===== src/rtl/transmissor_uart_jogo.sv =====
// UART 8N1 serializer for the game-state snapshot (3-byte frame, 4 bytes with a
// trailing XOR checksum when UART_CHECKSUM_EN is defined).
module transmissor_uart_jogo #(
    parameter int CLKS_PER_BIT = 434
) (
    input  logic       clock,
    input  logic       reset,
    input  logic       envia,
    input  logic [3:0] estado,
    input  logic [3:0] macro,
    input  logic [3:0] micro,
    input  logic [1:0] resultado_macro,
    input  logic [1:0] resultado_jogo,
    output logic       tx,
    output logic       ocupado,
    output logic       pronto,
    output logic [3:0] db_estado
);

    // state  | meaning
    // OCIOSO | idle, line high, waiting for envia
    // INICIO | start bit of the current byte
    // DADOS  | 8 data bits, LSB first
    // PARADA | stop bit; next byte or end of frame
    // FIM    | frame done, pronto high for this one cycle
    typedef enum logic [3:0] {
        OCIOSO = 4'd0,
        INICIO = 4'd1,
        DADOS  = 4'd2,
        PARADA = 4'd3,
        FIM    = 4'd4
    } fsm_t;

    localparam int TW = (CLKS_PER_BIT > 2) ? $clog2(CLKS_PER_BIT) : 1;
    localparam logic [TW-1:0] TMR_ULTIMO = TW'(CLKS_PER_BIT - 1);
`ifdef UART_CHECKSUM_EN
    localparam logic [1:0] ULTIMO_BYTE = 2'd3;
`else
    localparam logic [1:0] ULTIMO_BYTE = 2'd2;
`endif

    fsm_t          fsm_q, fsm_d;
    logic [TW-1:0] tmr_q, tmr_d;
    logic [2:0]    bit_idx_q, bit_idx_d;
    logic [1:0]    byte_idx_q, byte_idx_d;

    logic [3:0]    est_q, est_d;
    logic [3:0]    mac_q, mac_d;
    logic [3:0]    mic_q, mic_d;
    logic [1:0]    rm_q, rm_d;
    logic [1:0]    rj_q, rj_d;

    logic          tx_q, tx_d;
    logic          ocupado_q, ocupado_d;
    logic          pronto_q, pronto_d;
    logic [3:0]    db_q, db_d;

    logic          tmr_fim;
    logic          captura;
    logic [7:0]    byte_b0, byte_b1, byte_b2;
    logic [7:0]    byte_atual;

    always_comb begin
        byte_b0 = {4'hA, est_q};
        byte_b1 = {mac_q, mic_q};
        byte_b2 = {4'h5, rm_q, rj_q};
        case (byte_idx_q)
            2'd0:    byte_atual = byte_b0;
            2'd1:    byte_atual = byte_b1;
`ifdef UART_CHECKSUM_EN
            2'd2:    byte_atual = byte_b2;
            default: byte_atual = byte_b0 ^ byte_b1 ^ byte_b2;
`else
            default: byte_atual = byte_b2;
`endif
        endcase
    end

    // Next-state and counter logic; the bit timer wraps at every bit boundary.
    always_comb begin
        fsm_d      = fsm_q;
        tmr_d      = tmr_q;
        bit_idx_d  = bit_idx_q;
        byte_idx_d = byte_idx_q;
        captura    = 1'b0;
        tmr_fim    = (tmr_q == TMR_ULTIMO);

        case (fsm_q)
            OCIOSO, FIM: begin
                tmr_d      = '0;
                bit_idx_d  = 3'd0;
                byte_idx_d = 2'd0;
                if (envia) begin
                    fsm_d   = INICIO;
                    captura = 1'b1;
                end else begin
                    fsm_d = OCIOSO;
                end
            end
            INICIO: begin
                tmr_d = tmr_fim ? '0 : tmr_q + TW'(1);
                if (tmr_fim) begin
                    fsm_d = DADOS;
                end
            end
            DADOS: begin
                tmr_d = tmr_fim ? '0 : tmr_q + TW'(1);
                if (tmr_fim) begin
                    if (bit_idx_q == 3'd7) begin
                        fsm_d     = PARADA;
                        bit_idx_d = 3'd0;
                    end else begin
                        bit_idx_d = bit_idx_q + 3'd1;
                    end
                end
            end
            PARADA: begin
                tmr_d = tmr_fim ? '0 : tmr_q + TW'(1);
                if (tmr_fim) begin
                    if (byte_idx_q == ULTIMO_BYTE) begin
                        fsm_d      = FIM;
                        byte_idx_d = 2'd0;
                    end else begin
                        fsm_d      = INICIO;
                        byte_idx_d = byte_idx_q + 2'd1;
                    end
                end
            end
            default: begin
                fsm_d      = OCIOSO;
                tmr_d      = '0;
                bit_idx_d  = 3'd0;
                byte_idx_d = 2'd0;
            end
        endcase
    end

    always_comb begin
        est_d = est_q;
        mac_d = mac_q;
        mic_d = mic_q;
        rm_d  = rm_q;
        rj_d  = rj_q;
        if (captura) begin
            est_d = estado;
            mac_d = macro;
            mic_d = micro;
            rm_d  = resultado_macro;
            rj_d  = resultado_jogo;
        end
    end

    // Outputs are decoded from the next state so they register in step with it.
    always_comb begin
        tx_d = 1'b1;
        case (fsm_d)
            INICIO:  tx_d = 1'b0;
            DADOS:   tx_d = byte_atual[bit_idx_d];
            default: tx_d = 1'b1;
        endcase
        ocupado_d = (fsm_d == INICIO) || (fsm_d == DADOS) || (fsm_d == PARADA);
        pronto_d  = (fsm_d == FIM);
        db_d      = fsm_d;
    end

    always_ff @(posedge clock) begin
        if (reset) begin
            fsm_q      <= OCIOSO;
            tmr_q      <= '0;
            bit_idx_q  <= 3'd0;
            byte_idx_q <= 2'd0;
            est_q      <= 4'd0;
            mac_q      <= 4'd0;
            mic_q      <= 4'd0;
            rm_q       <= 2'd0;
            rj_q       <= 2'd0;
            tx_q       <= 1'b1;
            ocupado_q  <= 1'b0;
            pronto_q   <= 1'b0;
            db_q       <= 4'd0;
        end else begin
            fsm_q      <= fsm_d;
            tmr_q      <= tmr_d;
            bit_idx_q  <= bit_idx_d;
            byte_idx_q <= byte_idx_d;
            est_q      <= est_d;
            mac_q      <= mac_d;
            mic_q      <= mic_d;
            rm_q       <= rm_d;
            rj_q       <= rj_d;
            tx_q       <= tx_d;
            ocupado_q  <= ocupado_d;
            pronto_q   <= pronto_d;
            db_q       <= db_d;
        end
    end

    assign tx        = tx_q;
    assign ocupado   = ocupado_q;
    assign pronto    = pronto_q;
    assign db_estado = db_q;

endmodule


===== config.mk =====
export PLATFORM = sky130hd
export DESIGN_NAME = transmissor_uart_jogo
export DESIGN_NICKNAME = d
export VERILOG_FILES = /design/src/rtl/transmissor_uart_jogo.sv
export SDC_FILE = /design/constraint.sdc
export NUM_CORES = 1
export LEC_CHECK = 0
export ABC_CLOCK_PERIOD_IN_PS = 3100
export CORE_UTILIZATION = 33
export CTS_BUF_LIST = sky130_fd_sc_hd__clkbuf_16
export CTS_CLUSTER_DIAMETER = 30
export DETAILED_ROUTE_END_ITERATION = 8
export PLACE_DENSITY_LB_ADDON = 0.1
export SETUP_SLACK_MARGIN = 0.05
export SYNTH_ARGS = -nofsm -noshare
export SYNTH_HDL_FRONTEND = slang
export SYNTH_SLANG_ARGS = --single-unit

===== constraint.sdc =====
create_clock -name clock -period 3.1 [get_ports clock]
set_clock_uncertainty 0.05 [all_clocks]
set_input_delay 0.62 -clock clock [delete_from_list [all_inputs] [get_ports clock]]
set_output_delay 0.62 -clock clock [all_outputs]
set_load 0.02 [all_outputs]

Word-level counts from Yosys, hierarchy flattened
Cells that the tools add are included.

cells by class
  $add $sub $neg = 3
  $lt $le $gt $ge = 1
  equal/unequal tests = 13
  multiplexer cells = 19
  bitwise operators = 2
  reduce and logical (&&, ||, !) cells = 10

operators with widths
  kind                                                                    number
  4-bit by 2-bit equality test with 1-bit output (second input constant)  4
  4-bit 2-to-1 mux                                                        4
  4-bit one-hot mux with 4 select lines                                   1
  8-bit one-hot mux with 2 select lines                                   1
  9-bit by 1-bit adder with 9-bit output (second input constant)          1
  9-bit equality test (second input constant)                             1
  3-bit 2-to-1 mux                                                        3
  4-bit by 1-bit equality test with 1-bit output (second input constant)  2
  4-bit by 3-bit equality test with 1-bit output (second input constant)  2
  3-bit one-hot mux with 2 select lines                                   1
  2-bit OR reduction                                                      3
  3-bit OR reduction                                                      2
  4-bit zero test                                                         1
  3-bit by 4-bit < comparator with 1-bit output (second input constant)   1
  1-bit 2-to-1 mux                                                        4
  2-bit 2-to-1 mux                                                        2
  2-bit one-hot mux with 2 select lines                                   1
  3-bit by 1-bit adder with 3-bit output (second input constant)          1
  1-bit binary-select mux with 3-bit select                               1
  3-bit equality test (second input constant)                             1
  2-bit by 1-bit adder with 2-bit output (second input constant)          1
  2-bit by 1-bit equality test with 1-bit output (second input constant)  1
  2-bit equality test (second input constant)                             1
  2-bit zero test                                                         1
  other kinds (5)                                                         7

storage, ports and cells
  bits in registers = 37
  input bits = 19

Logic depth before layout (Yosys ltp)
  depth after elaboration = 7
  depth in mapped cells = 9
  gate-level depth less buffers = 9

Worst setup path before layout
OpenSTA, ideal clock, no wires.

  path type = register to register
  start = reg tmr_q[0]
  end = reg tx_q (netlist: tx)
  setup time = 130 ps
  arrival = 2,074 ps
  path slack = 846 ps
  cell stages (with the launch flop) = 9
  cells stage by stage = dfxtp_1 -> ha_1 -> nand4b_4 -> o2111a_1 -> a211oi_4 -> mux2_2 -> a211o_1 -> nand3_1 -> a32oi_1

between the ends
  longest elaborated chain between the ends = 6
  elaborated cells between the ends (all ways) = 12
  those cells by class = eq/ne (3); mux (9)

RTL lines
  item                                       line  RTL
  start: declaration                         43    logic [TW-1:0] tmr_q, tmr_d;
  start signal: assignment                   183   tmr_q <= tmr_d;
  9-bit equality test *                      86    tmr_fim = (tmr_q == TMR_ULTIMO);
  3-bit 2-to-1 mux                           108   if (tmr_fim) begin
  3-bit one-hot mux with 2 select lines      88    case (fsm_q)
  1-bit binary-select mux with 3-bit select  158   DADOS: tx_d = byte_atual[bit_idx_d];
  1-bit 2-to-1 mux (implied by the code)     158
  1-bit one-hot mux with 2 select lines *    156   case (fsm_d)
  end signal: assignment                     191   tx_q <= tx_d;
  end: declaration                           53    logic tx_q, tx_d;

Every way passes the cells marked *; elsewhere a longest branch is shown, timed or not. The select of a mux whose other input is x is not followed.
A chain may end at the register's enable or synchronous reset.

Final worst setup path
  start = reg tmr_q[3]
  end = reg tx_q (netlist: tx)

Same word-level chain as after synthesis.

==> metrics.yaml <==
clock_tree:
  clk_latency_ps: 270
  ctsHoldBuffers: 0
  clockRootBuffer: "clkbuf_16"
  cts_buffers: 5
  tritoncts: "built"
  clock-sinks: 37
  cts_setup_buffers: 0
  cts.htree.levels: 2
  clk_pin_slew_ps: 50
  cts_resized: 0
  cts.path.max_buffers: 2
setup_path:
  r2r-end: "tx$_SDFF_PP1_"
  reg2reg_slack_ps: 590
  crit_arrival_ps: 2610
  path_cells: "nand4bb_1, o2111a_1, a211oi_4, mux2_2, a211o_1, nand3_1, a32oi_1"
  cp_num_buf_inv: 0
  cp_num_cells: 7
  critPathLaunch: "tmr_q[3]$_SDFF_PP0_"
  regToRegStartpoint: "tmr_q[3]$_SDFF_PP0_"
  crit_family: "compound AO/OA/AOI/OAI gates"
  critical_path_class: "register to register"
  slowest_delay_ps: 410
  cp-endpoint: "tx$_SDFF_PP1_"
  cp-end-kind: "register"
  worstPathMaxFanout: 7
  slowest_stage: "nand4bb_1"
  worst_r2r_path_depth: 7
  start_kind: "register"
  worstPathRequired_ps: 3200
logic_synthesis:
  synth-async-reset-ratio_pct: 0
  yosys.area.top_type: "dfxtp_1"
  yosys_warnings: 0
  synth_edf_count: 0
  postSynthAreaPerCell_um2: 9.04
  synth_ff_type: "dfxtp_1"
  synth_top_area_share_pct: 43.6
  synth_nets: 211
  synthTopCellsByArea: "dfxtp_1 44%, nand2_1 8.4%, a21oi_1 5.6%"
  seq_area_frac_synth_pct: 43.6
  ys_types: 40
  synth.ff_latch_count: 37
  synth.most_common_cell: "nand2_1"
  syn_inst: 188
  netlist_area_um2: 1700
  netlist_top_cells_count: "38 x nand2_1, 37 x dfxtp_1, 19 x a21oi_1"
floorplan:
  core_um2: 4850
  die_h_um: 73.8
  start_util_pct: 35.1
  io_pins: 26
  die_x_um: 73.8
  rows: 25
  die_area_um2: 5440
timing:
  max_slew_margin_pct: 49.3
  final.setup.tns_ps: 0
  max_freq_mhz: 398
  fin_crit_ps: 2510
  timing.final.max_slew_violations: 0
  final_hold_viol_count: 0
  grt_setup_unrepaired: "false"
  tightestPinTransition_ps: 761
  layout_setup_ws_ps: 589
  finalSetupViolations: 0
  fin_crit_sh_pct: 81.0
final_layout:
  diodes: 0
  drive_gt1_share_pct: 9.39
  fill_cells: 482
  fin_nets: 235
  area_growth_pct: 26.0
placed_design:
  place_congestion: 0.746
  portBuffers: 25
  post-place-ws_ps: 583
  post-dp-hpwl_um: 2590
global_routing:
  grt_pass1_wl_um: 6130
  grt_pass1_vias: 1348
  overflow: 0
  grtUsageTotal_pct: 15.1
  antenna_found_initial: 0
  grt_max_degree: 25
power_and_ir_drop:
  max-vdd-ir-drop_v: 0.000192
  p_leak_nw: 0.791
  power_density_nw_per_um2: 487
drt:
  wl_per_cell_um: 12.4
  ant_nets: 0
  drt_iter0_drc: 77
  drc_errors: 0
  first_pass_iters: 4
  viasPerCell: 4.88
  routed_wl_um: 3490
  vias: 1367
hold_path:
  hold_class: "register to register"
job:
  drv_cap: 0
outcome:
  status: "completed"
-- power breakdown --
group	leakage [nW]	switching (mW)	internal, mW
clock network	0.0687	0.181	0.290
logic	0.422	0.0327	0.0409
registers	0.301	0.00933	0.489
total	0.791	0.223	0.820
-- worst min-delay path, delay by kind of cell (launching register included) --
kind,cells,cell delay [ps]
simple gates,1,50
compound gates,1,50
flops,1,310
-- placed cells by master, fill, tap and decap left out, types with 3 or more instances in the layout --
cell and count:
nand3_1 5, inv_1 4, clkdlybuf4s50_1 25, o21ai_0 5
a21oi_1 19, ha_1 4, clkbuf_16 5, mux2_2 5
a32oi_1 3, nor2_1 16, nor2b_1 5, nand2_1 38
mux2i_1 3, dfxtp_1 37, xor2_1 3
-- cell type report --
type                       instances  area, um^2  area share [%]
multi-input combinational        137         900            42.0
sequential                        37         741            34.6
timing repair buffer              27         265            12.4
clock buffer                       5         125            5.84
tap                               67        83.8            3.91
inverter                           4        15.0           0.701
clock inverter                     3        12.5           0.584
-- sequential cells by signal (all words and copies together), names as in the netlist --
register / flops
tx: 1
mac_q: 4
ocupado: 1
rm_q: 2
rj_q: 2
mic_q: 4
pronto: 1
db_estado: 4
bit_idx_q: 3
byte_idx_q: 2
tmr_q: 9
est_q: 4
-- per-stage QoR --
| step | cell area, um^2 | hold slack (ps) | utilization [%] | total power, mW | instances |
|---|---|---|---|---|---|
| 6_report | 2140 | 403 | 44.2 | 1.04 | 280 |
| 5_1_grt | 2140 | 418 | 44.2 | 1.09 | 280 |
| 4_1_cts | 2140 | 406 | 44.2 | 1.06 | 280 |
| 3_5_place_dp | 2000 | 398 | 41.3 | 0.583 | 272 |
| 3_3_place_gp | 2000 | 392 | 41.3 | 0.582 | 272 |
| 2_1_floorplan | 1700 | 380 | - | 0.544 | 188 |
-- cell families (layout without fill, tap and decap cells) --
kind of cell	Yosys count	in the layout	share of synthesized area, %
simple gates	80	80	24.4
compound gates	37	37	14.6
flops	37	37	43.6
buf+inv	14	39	3.53
mux	10	10	8.17
xor+xnor	5	5	2.58
fa+ha+maj	4	4	2.94
other cells	1	1	0.221
-- worst min path at each step --
| stage | start | endpoint | slack (ps) | cells after the start |
|---|---|---|---|---|
| final | mac_q[3]$_SDFFE_PP0P_ | mac_q[3]$_SDFFE_PP0P_ | 400 | 2 |
| after global routing | mac_q[3]$_SDFFE_PP0P_ | mac_q[3]$_SDFFE_PP0P_ | 420 | 2 |
| after CTS | mac_q[3]$_SDFFE_PP0P_ | mac_q[3]$_SDFFE_PP0P_ | 410 | 2 |
| after detailed placement | mac_q[3]$_SDFFE_PP0P_ | mac_q[3]$_SDFFE_PP0P_ | 400 | 2 |
| after global placement | est_q[3]$_SDFFE_PP0P_ | est_q[3]$_SDFFE_PP0P_ | 390 | 2 |
| after floorplan | tmr_q[0]$_SDFF_PP0_ | tmr_q[0]$_SDFF_PP0_ | 380 | 1 |
-- routing by layer --
| layer | track usage [%] | share of wire, % | vias to the layer above | routed length, um |
|---|---|---|---|---|
| met5 | 0 | 0 | - | 0 |
| met3 | 4.39 | 3.4 | 6 | 119 |
| met2 | 24.4 | 46 | 28 | 1600 |
| met4 | 6.41 | 1.8 | 0 | 62 |
| met1 | 18.7 | 49 | 629 | 1700 |
| li1 | - | - | 704 | - |
Power figures use the tool's default switching activity.
